[config.mk]
export PLATFORM = sky130hd
export DESIGN_NAME = rs232_tx
export DESIGN_NICKNAME = d
export VERILOG_FILES = /design/src/rtl/rs232_pkg.sv /design/src/rtl/rs232_baud_gen.sv /design/src/rtl/rs232_tx.sv
export SDC_FILE = /design/constraint.sdc
export NUM_CORES = 1
export LEC_CHECK = 0
export ABC_AREA = 1
export BUFFER_PORTS_ARGS = -buffer_cell sky130_fd_sc_hd__buf_2
export CAP_MARGIN = 20
export CORE_ASPECT_RATIO = 1.25
export CORE_MARGIN = 2
export CORE_UTILIZATION = 40
export CTS_CLUSTER_DIAMETER = 120
export CTS_CLUSTER_SIZE = 40
export DETAILED_ROUTE_END_ITERATION = 10
export SKIP_LAST_GASP = 1
export SLEW_MARGIN = 15
export SYNTH_ARGS = -nofsm -noshare
export SYNTH_HDL_FRONTEND = slang
export SYNTH_SLANG_ARGS = --single-unit
[constraint.sdc]
create_clock -name clk -period 4 [get_ports clk]
set_clock_uncertainty 0.05 [all_clocks]
set_input_delay 0 -clock clk [delete_from_list [all_inputs] [get_ports clk]]
set_output_delay 0 -clock clk [all_outputs]
set_load 0.02 [all_outputs]
[src/rtl/rs232_pkg.sv]
// Shared RS232 definitions: FSM state encoding, frame geometry and line levels.
// Used by both the transmit and receive halves of the link.
package rs232_pkg;

  typedef enum logic [2:0] {
    IDLE   = 3'd0,
    START  = 3'd1,
    DATA   = 3'd2,
    PARITY = 3'd3,
    STOP   = 3'd4
  } rs232_state_e;

  localparam int DATA_BITS = 8;

  localparam logic LINE_IDLE  = 1'b1;
  localparam logic LINE_START = 1'b0;
  localparam logic LINE_STOP  = 1'b1;

  function automatic logic even_parity(input logic [DATA_BITS-1:0] d);
    return ^d;
  endfunction

endpackage

[src/rtl/rs232_baud_gen.sv]
// Bit-period timer: counts 0..CLKS_PER_BIT-1 and pulses bit_end_o on the last count.
// Synchronous clear restarts the period; reusable by an oversampling receiver.
module rs232_baud_gen #(
  parameter int CLKS_PER_BIT = 1
) (
  input  logic clk,
  input  logic reset,
  input  logic clear_i,
  output logic bit_end_o
);

  localparam int CNT_W = (CLKS_PER_BIT > 1) ? $clog2(CLKS_PER_BIT) : 1;
  localparam logic [CNT_W-1:0] CNT_MAX = CNT_W'(CLKS_PER_BIT - 1);

  logic [CNT_W-1:0] cnt_q, cnt_d;

  assign bit_end_o = (cnt_q == CNT_MAX);

  always_comb begin
    cnt_d = cnt_q + CNT_W'(1);
    if (clear_i || bit_end_o) cnt_d = '0;
  end

  always_ff @(posedge clk) begin
    if (reset) cnt_q <= '0;
    else       cnt_q <= cnt_d;
  end

endmodule

[src/rtl/rs232_tx.sv]
// RS232 transmitter: start bit, 8 data bits LSB first, optional even parity, stop bit(s).
// Build option: define RS232_TX_PARITY_EN to insert the PARITY state between DATA and STOP.
module rs232_tx
  import rs232_pkg::*;
#(
  parameter int CLKS_PER_BIT = 1,
  parameter int STOP_BITS    = 1
) (
  input  logic                 clk,
  input  logic                 reset,
  input  logic [DATA_BITS-1:0] TData,
  input  logic                 TValid,
  output logic                 TReady,
  output logic                 Tx,
  output logic                 Busy
);

  rs232_state_e         state_q, state_d;
  logic [DATA_BITS-1:0] shift_q, shift_d;
  logic [2:0]           bit_cnt_q, bit_cnt_d;
  logic                 stop_cnt_q, stop_cnt_d;
  logic                 tx_q, tx_d;
  logic                 busy_q, busy_d;
  logic                 bit_end, handshake, last_stop;
`ifdef RS232_TX_PARITY_EN
  logic                 parity_q, parity_d;
`endif

  assign handshake = TValid && TReady;
  assign last_stop = (state_q == STOP) && bit_end && (stop_cnt_q == 1'(STOP_BITS - 1));

  rs232_baud_gen #(.CLKS_PER_BIT(CLKS_PER_BIT)) u_baud (
    .clk      (clk),
    .reset    (reset),
    .clear_i  (handshake),
    .bit_end_o(bit_end)
  );

  always_ff @(posedge clk) begin
    if (reset) begin
      state_q    <= IDLE;
      shift_q    <= '0;
      bit_cnt_q  <= '0;
      stop_cnt_q <= 1'b0;
      tx_q       <= LINE_IDLE;
      busy_q     <= 1'b0;
`ifdef RS232_TX_PARITY_EN
      parity_q   <= 1'b0;
`endif
    end else begin
      state_q    <= state_d;
      shift_q    <= shift_d;
      bit_cnt_q  <= bit_cnt_d;
      stop_cnt_q <= stop_cnt_d;
      tx_q       <= tx_d;
      busy_q     <= busy_d;
`ifdef RS232_TX_PARITY_EN
      parity_q   <= parity_d;
`endif
    end
  end

  always_comb begin
    state_d    = state_q;
    shift_d    = shift_q;
    bit_cnt_d  = '0;
    stop_cnt_d = 1'b0;
`ifdef RS232_TX_PARITY_EN
    parity_d   = handshake ? even_parity(TData) : parity_q;
`endif
    if (handshake) shift_d = TData;
    case (state_q)
      IDLE:  if (handshake) state_d = START;
      START: if (bit_end) state_d = DATA;
      DATA: begin
        bit_cnt_d = bit_end ? bit_cnt_q + 3'd1 : bit_cnt_q;
        if (bit_end) shift_d = shift_q >> 1;
        if (bit_end && bit_cnt_q == 3'(DATA_BITS - 1)) begin
`ifdef RS232_TX_PARITY_EN
          state_d = PARITY;
`else
          state_d = STOP;
`endif
        end
      end
`ifdef RS232_TX_PARITY_EN
      PARITY: if (bit_end) state_d = STOP;
`endif
      STOP: begin
        stop_cnt_d = bit_end ? ~stop_cnt_q : stop_cnt_q;
        if (last_stop) state_d = handshake ? START : IDLE;
      end
      default: state_d = IDLE;
    endcase
  end

  // Line level is registered from the current state, so Tx trails the state by one clk.
  always_comb begin
    TReady = !reset && ((state_q == IDLE) || last_stop);
    busy_d = (state_q != IDLE);
    case (state_q)
      START:  tx_d = LINE_START;
      DATA:   tx_d = shift_q[0];
`ifdef RS232_TX_PARITY_EN
      PARITY: tx_d = parity_q;
`endif
      STOP:   tx_d = LINE_STOP;
      default: tx_d = LINE_IDLE;
    endcase
  end

  assign Tx   = tx_q;
  assign Busy = busy_q;

endmodule

==> results list <==
* TritonCTS buffer count: 3
- Clock transition time at the flip-flop clock pins of the worst setup and hold paths: 0.10 ns
- Setup Crit Path Kind: register to output port
- Number of setup violations in the final report: 0
* Worst-Skew Late Latency: 0.30 ns
- STA classifies the critical path endpoint as an output port.
- In this run the power density over the cells is 346 nW/µm².
- Count of port buffers added during placement: 13
* Critical Path RT: 3.95 ns
* Run status: complete, no violations
- Library cell used as clock root buffer: clkbuf_4
- Critical path buffers and inverters: 2
- After the last flow step, the layout net total stands at 148.
- Routability-driven placement finished with a final weighted congestion of 0.780.
- CP Max Fanout: 9
* Net count after synthesis: 132
- Initial antenna violation count: 0
- The worst path in the final design needs a cycle of 1.54 ns, including I/O delays and setup.
* Starting density of the core: 0.415
* Post-route antenna net violation count: 0
* Number of buffers inserted to repair setup after CTS: 0
- Net Sw Frac: 0.262
* Placement-stage cell area: 975 µm²
* Sink Count: 18
- Family of cells with the greatest summed delay on the critical path: simple AND/OR/NAND/NOR gates
* Total number of placement rows: 19
- Synth Register Bits: 18
* Design internal power: 0.263 mW
- Die outline area: 2640 µm²
- Number of unique standard cell types used by synthesis: 25
- CORE AREA: 2160 µm²
- Placed wire-length estimate: 1320 µm
* Setup tns final: 0 ns
* Area of the mapped netlist: 898 µm²
- The path class of the tightest hold or removal check is primary input to register.
- Global Route Usage Sum: 0.157
* Switching component of the power: 0.0934 mW
- Ant. Diodes: 0
* Via density per instance: 4.79
- The max-slew violation total from the final report was 0.
- With fillers left out, the area of the finished cells amounts to 1030 µm².
* Critical path's largest stage delay: 0.44 ns
* 1st-iter DRT viols: 16
* Wire length after detailed routing: 1760 µm
- For this run, the register share of the synthesized area comes to 0.401.
- CTS built an H-tree with a depth of 1.
- TritonCTS clock tree: done
- The largest individual stage delay along the critical path comes from the cell dfxtp_1.
- A synthesized cell averages 7.55 µm².
- The Yosys step of the flow raised 0 warnings.
- Clock power share: 0.318
* Vias in the first global route: 724
* Critical path arrival: 1.49 ns
* Max Cap Violations: 0
* Height of the die: 57.0 µm
- The first global-routing pass estimated 2980 µm of wire.
- After detailed routing, the average wire length per cell comes to 10.7 µm.
* Leakage power: 0.488 nW
* Chip Width: 46.4 µm
* Setup repair after global routing missed its margin: false
- Worst ir drop on vdd: 192 µV
- Hold Violations, Final: 0
- After detailed routing, the number of remaining DRC violations is 0.
- Counting every instance in the synthesized netlist gives 119.
- # IOs: 14
- Sequential fraction of design power: 0.545
- Pin count of the biggest net entering global routing: 15
- Traced cell by cell, the critical path runs through inv_1, nand2_1, nand2_2, and2_1, buf_2.
- Type of origin of the critical path: register
- First-pass detailed-route iteration total: 4
- The clock passes through at most 2 buffers.
- Filler cells: 218
- Proportion of layout cells with a drive suffix above 1: 0.201
- On the final layout, the worst hold slack is 0.0214 ns.
* DR vias: 790
- Combinational fraction of design power: 0.137
- Area growth from synthesis to layout: 14.8%
* Period Utilization, post-route: 0.386
* F_max: 648 MHz
* Post-CTS Resized: 0
- Global-route congestion overflow total: 0
-- metrics by stage --
step	util	power [mW]	std cells	worst slack [ns]
floorplan	-	0.233	119	2.67
global placement	0.451	0.245	159	2.49
detailed placement	0.451	0.246	159	2.46
CTS	0.477	0.361	165	2.44
global route	0.477	0.374	165	2.32
finish	0.477	0.356	165	2.46
-- synth_stat cells --
cell type   n  share of area
o21ai_0     1         0.0056
dfxtp_1    18           0.40
or2_2       4          0.028
and2_1      1         0.0070
nand2_1    21          0.088
nand2_2     2          0.014
nor4_1      1         0.0070
xor2_1      1         0.0098
nand4_1     8          0.056
a211oi_1    2          0.017
inv_2       1         0.0042
a21oi_1     7          0.039
ha_1        2          0.028
conb_1      1         0.0042
or2_0       2          0.014
nand3_4     1          0.020
nor2_1      7          0.029
buf_2       1         0.0056
buf_4       1         0.0084
clkinv_1    1         0.0042
inv_1      14          0.058
buf_1       1         0.0042
nand3_1    18           0.10
buf_6       1          0.013
nor3_4      2          0.036
-- tightest hold or removal path, stage by stage --
cell and delay, ns:
buf_2 0.10, nand4_1 0.07, nand3_1 0.07, nand3_1 0.06
inv_1 0.03
-- layout make-up --
cell class	instances	area, µm²	area share
Timing Repair Buffer	15	85.1	0.0825
Inverter	16	60.1	0.0583
Sequential cell	18	360	0.350
Clock buffer	4	36.3	0.0352
Multi-Input combinational cell	81	450	0.437
Tap cell	31	38.8	0.0376
-- layout by cell type, fill, tap and decap left out, drive strengths merged --
| master | instances |
|---|---|
| a211oi | 2 |
| a21oi | 7 |
| and2 | 1 |
| buf | 13 |
| clkbuf | 4 |
| clkinv | 1 |
| conb | 1 |
| dfxtp | 18 |
| dlygate4sd3 | 2 |
| ha | 2 |
| inv | 15 |
| nand2 | 23 |
| nand3 | 19 |
| nand4 | 8 |
| nor2 | 7 |
| nor3 | 2 |
| nor4 | 1 |
| o21ai | 1 |
| or2 | 6 |
| xor2 | 1 |
-- timing repair --
action	in CTS	in global routing
hold buffers	2	0
hold endpoints to repair	6	0
setup endpoints to repair	0	0
-- worst paths after layout --
| path | startpoint | end | slack, ns | cells past startpoint |
|---|---|---|---|---|
| max | u_baud.cnt_q$_SDFF_PP0_ | TReady | 2.46 | 5 |
| min reg2reg | stop_cnt_q$_SDFFE_PP0N_ | stop_cnt_q$_SDFFE_PP0N_ | 0.43 | 2 |
| max reg2reg | state_q[1]$_SDFFE_PP0P_ | shift_q[0]$_SDFF_PP0_ | 2.48 | 6 |
| min | TData[5] | shift_q[5]$_SDFF_PP0_ | 0.02 | 5 |
-- layer usage --
| metal | vias to the layer above | share of wire | track usage | routed length, µm |
|---|---|---|---|---|
| met4 | 0 | 0.022 | 0.0980 | 39 |
| met1 | 351 | 0.43 | 0.181 | 764 |
| li1 | 421 | - | - | - |
| met5 | - | 0 | 0 | 0 |
| met3 | 4 | 0.037 | 0.0285 | 65 |
| met2 | 14 | 0.51 | 0.256 | 891 |
-- kinds of logic (layout without fill, tap and decap cells) --
kind of cell | Yosys count | count (layout) | synth area share
xor+xnor | 1 | 1 | 0.00975
compound gates | 10 | 10 | 0.0613
simple gates | 67 | 67 | 0.398
buf+inv | 20 | 35 | 0.0975
fa+ha+maj | 2 | 2 | 0.0279
other cells | 1 | 1 | 0.00417
flops | 18 | 18 | 0.401
-- registers in the layout, summed over array words and instances (netlist names) --
signal        count
Busy              1
Tx                1
bit_cnt_q         3
shift_q           8
state_q           3
stop_cnt_q        1
u_baud.cnt_q      1
-- power groups by stage --
stage,clock (mW),combinational [mW],sequential (mW)
floorplan,0,0.0360,0.197
CTS,0.117,0.0492,0.194
finish,0.113,0.0489,0.194
global route,0.123,0.0556,0.195
detailed placement,0,0.0475,0.199
global placement,0,0.0469,0.198
(Power assumes the default switching activity.)
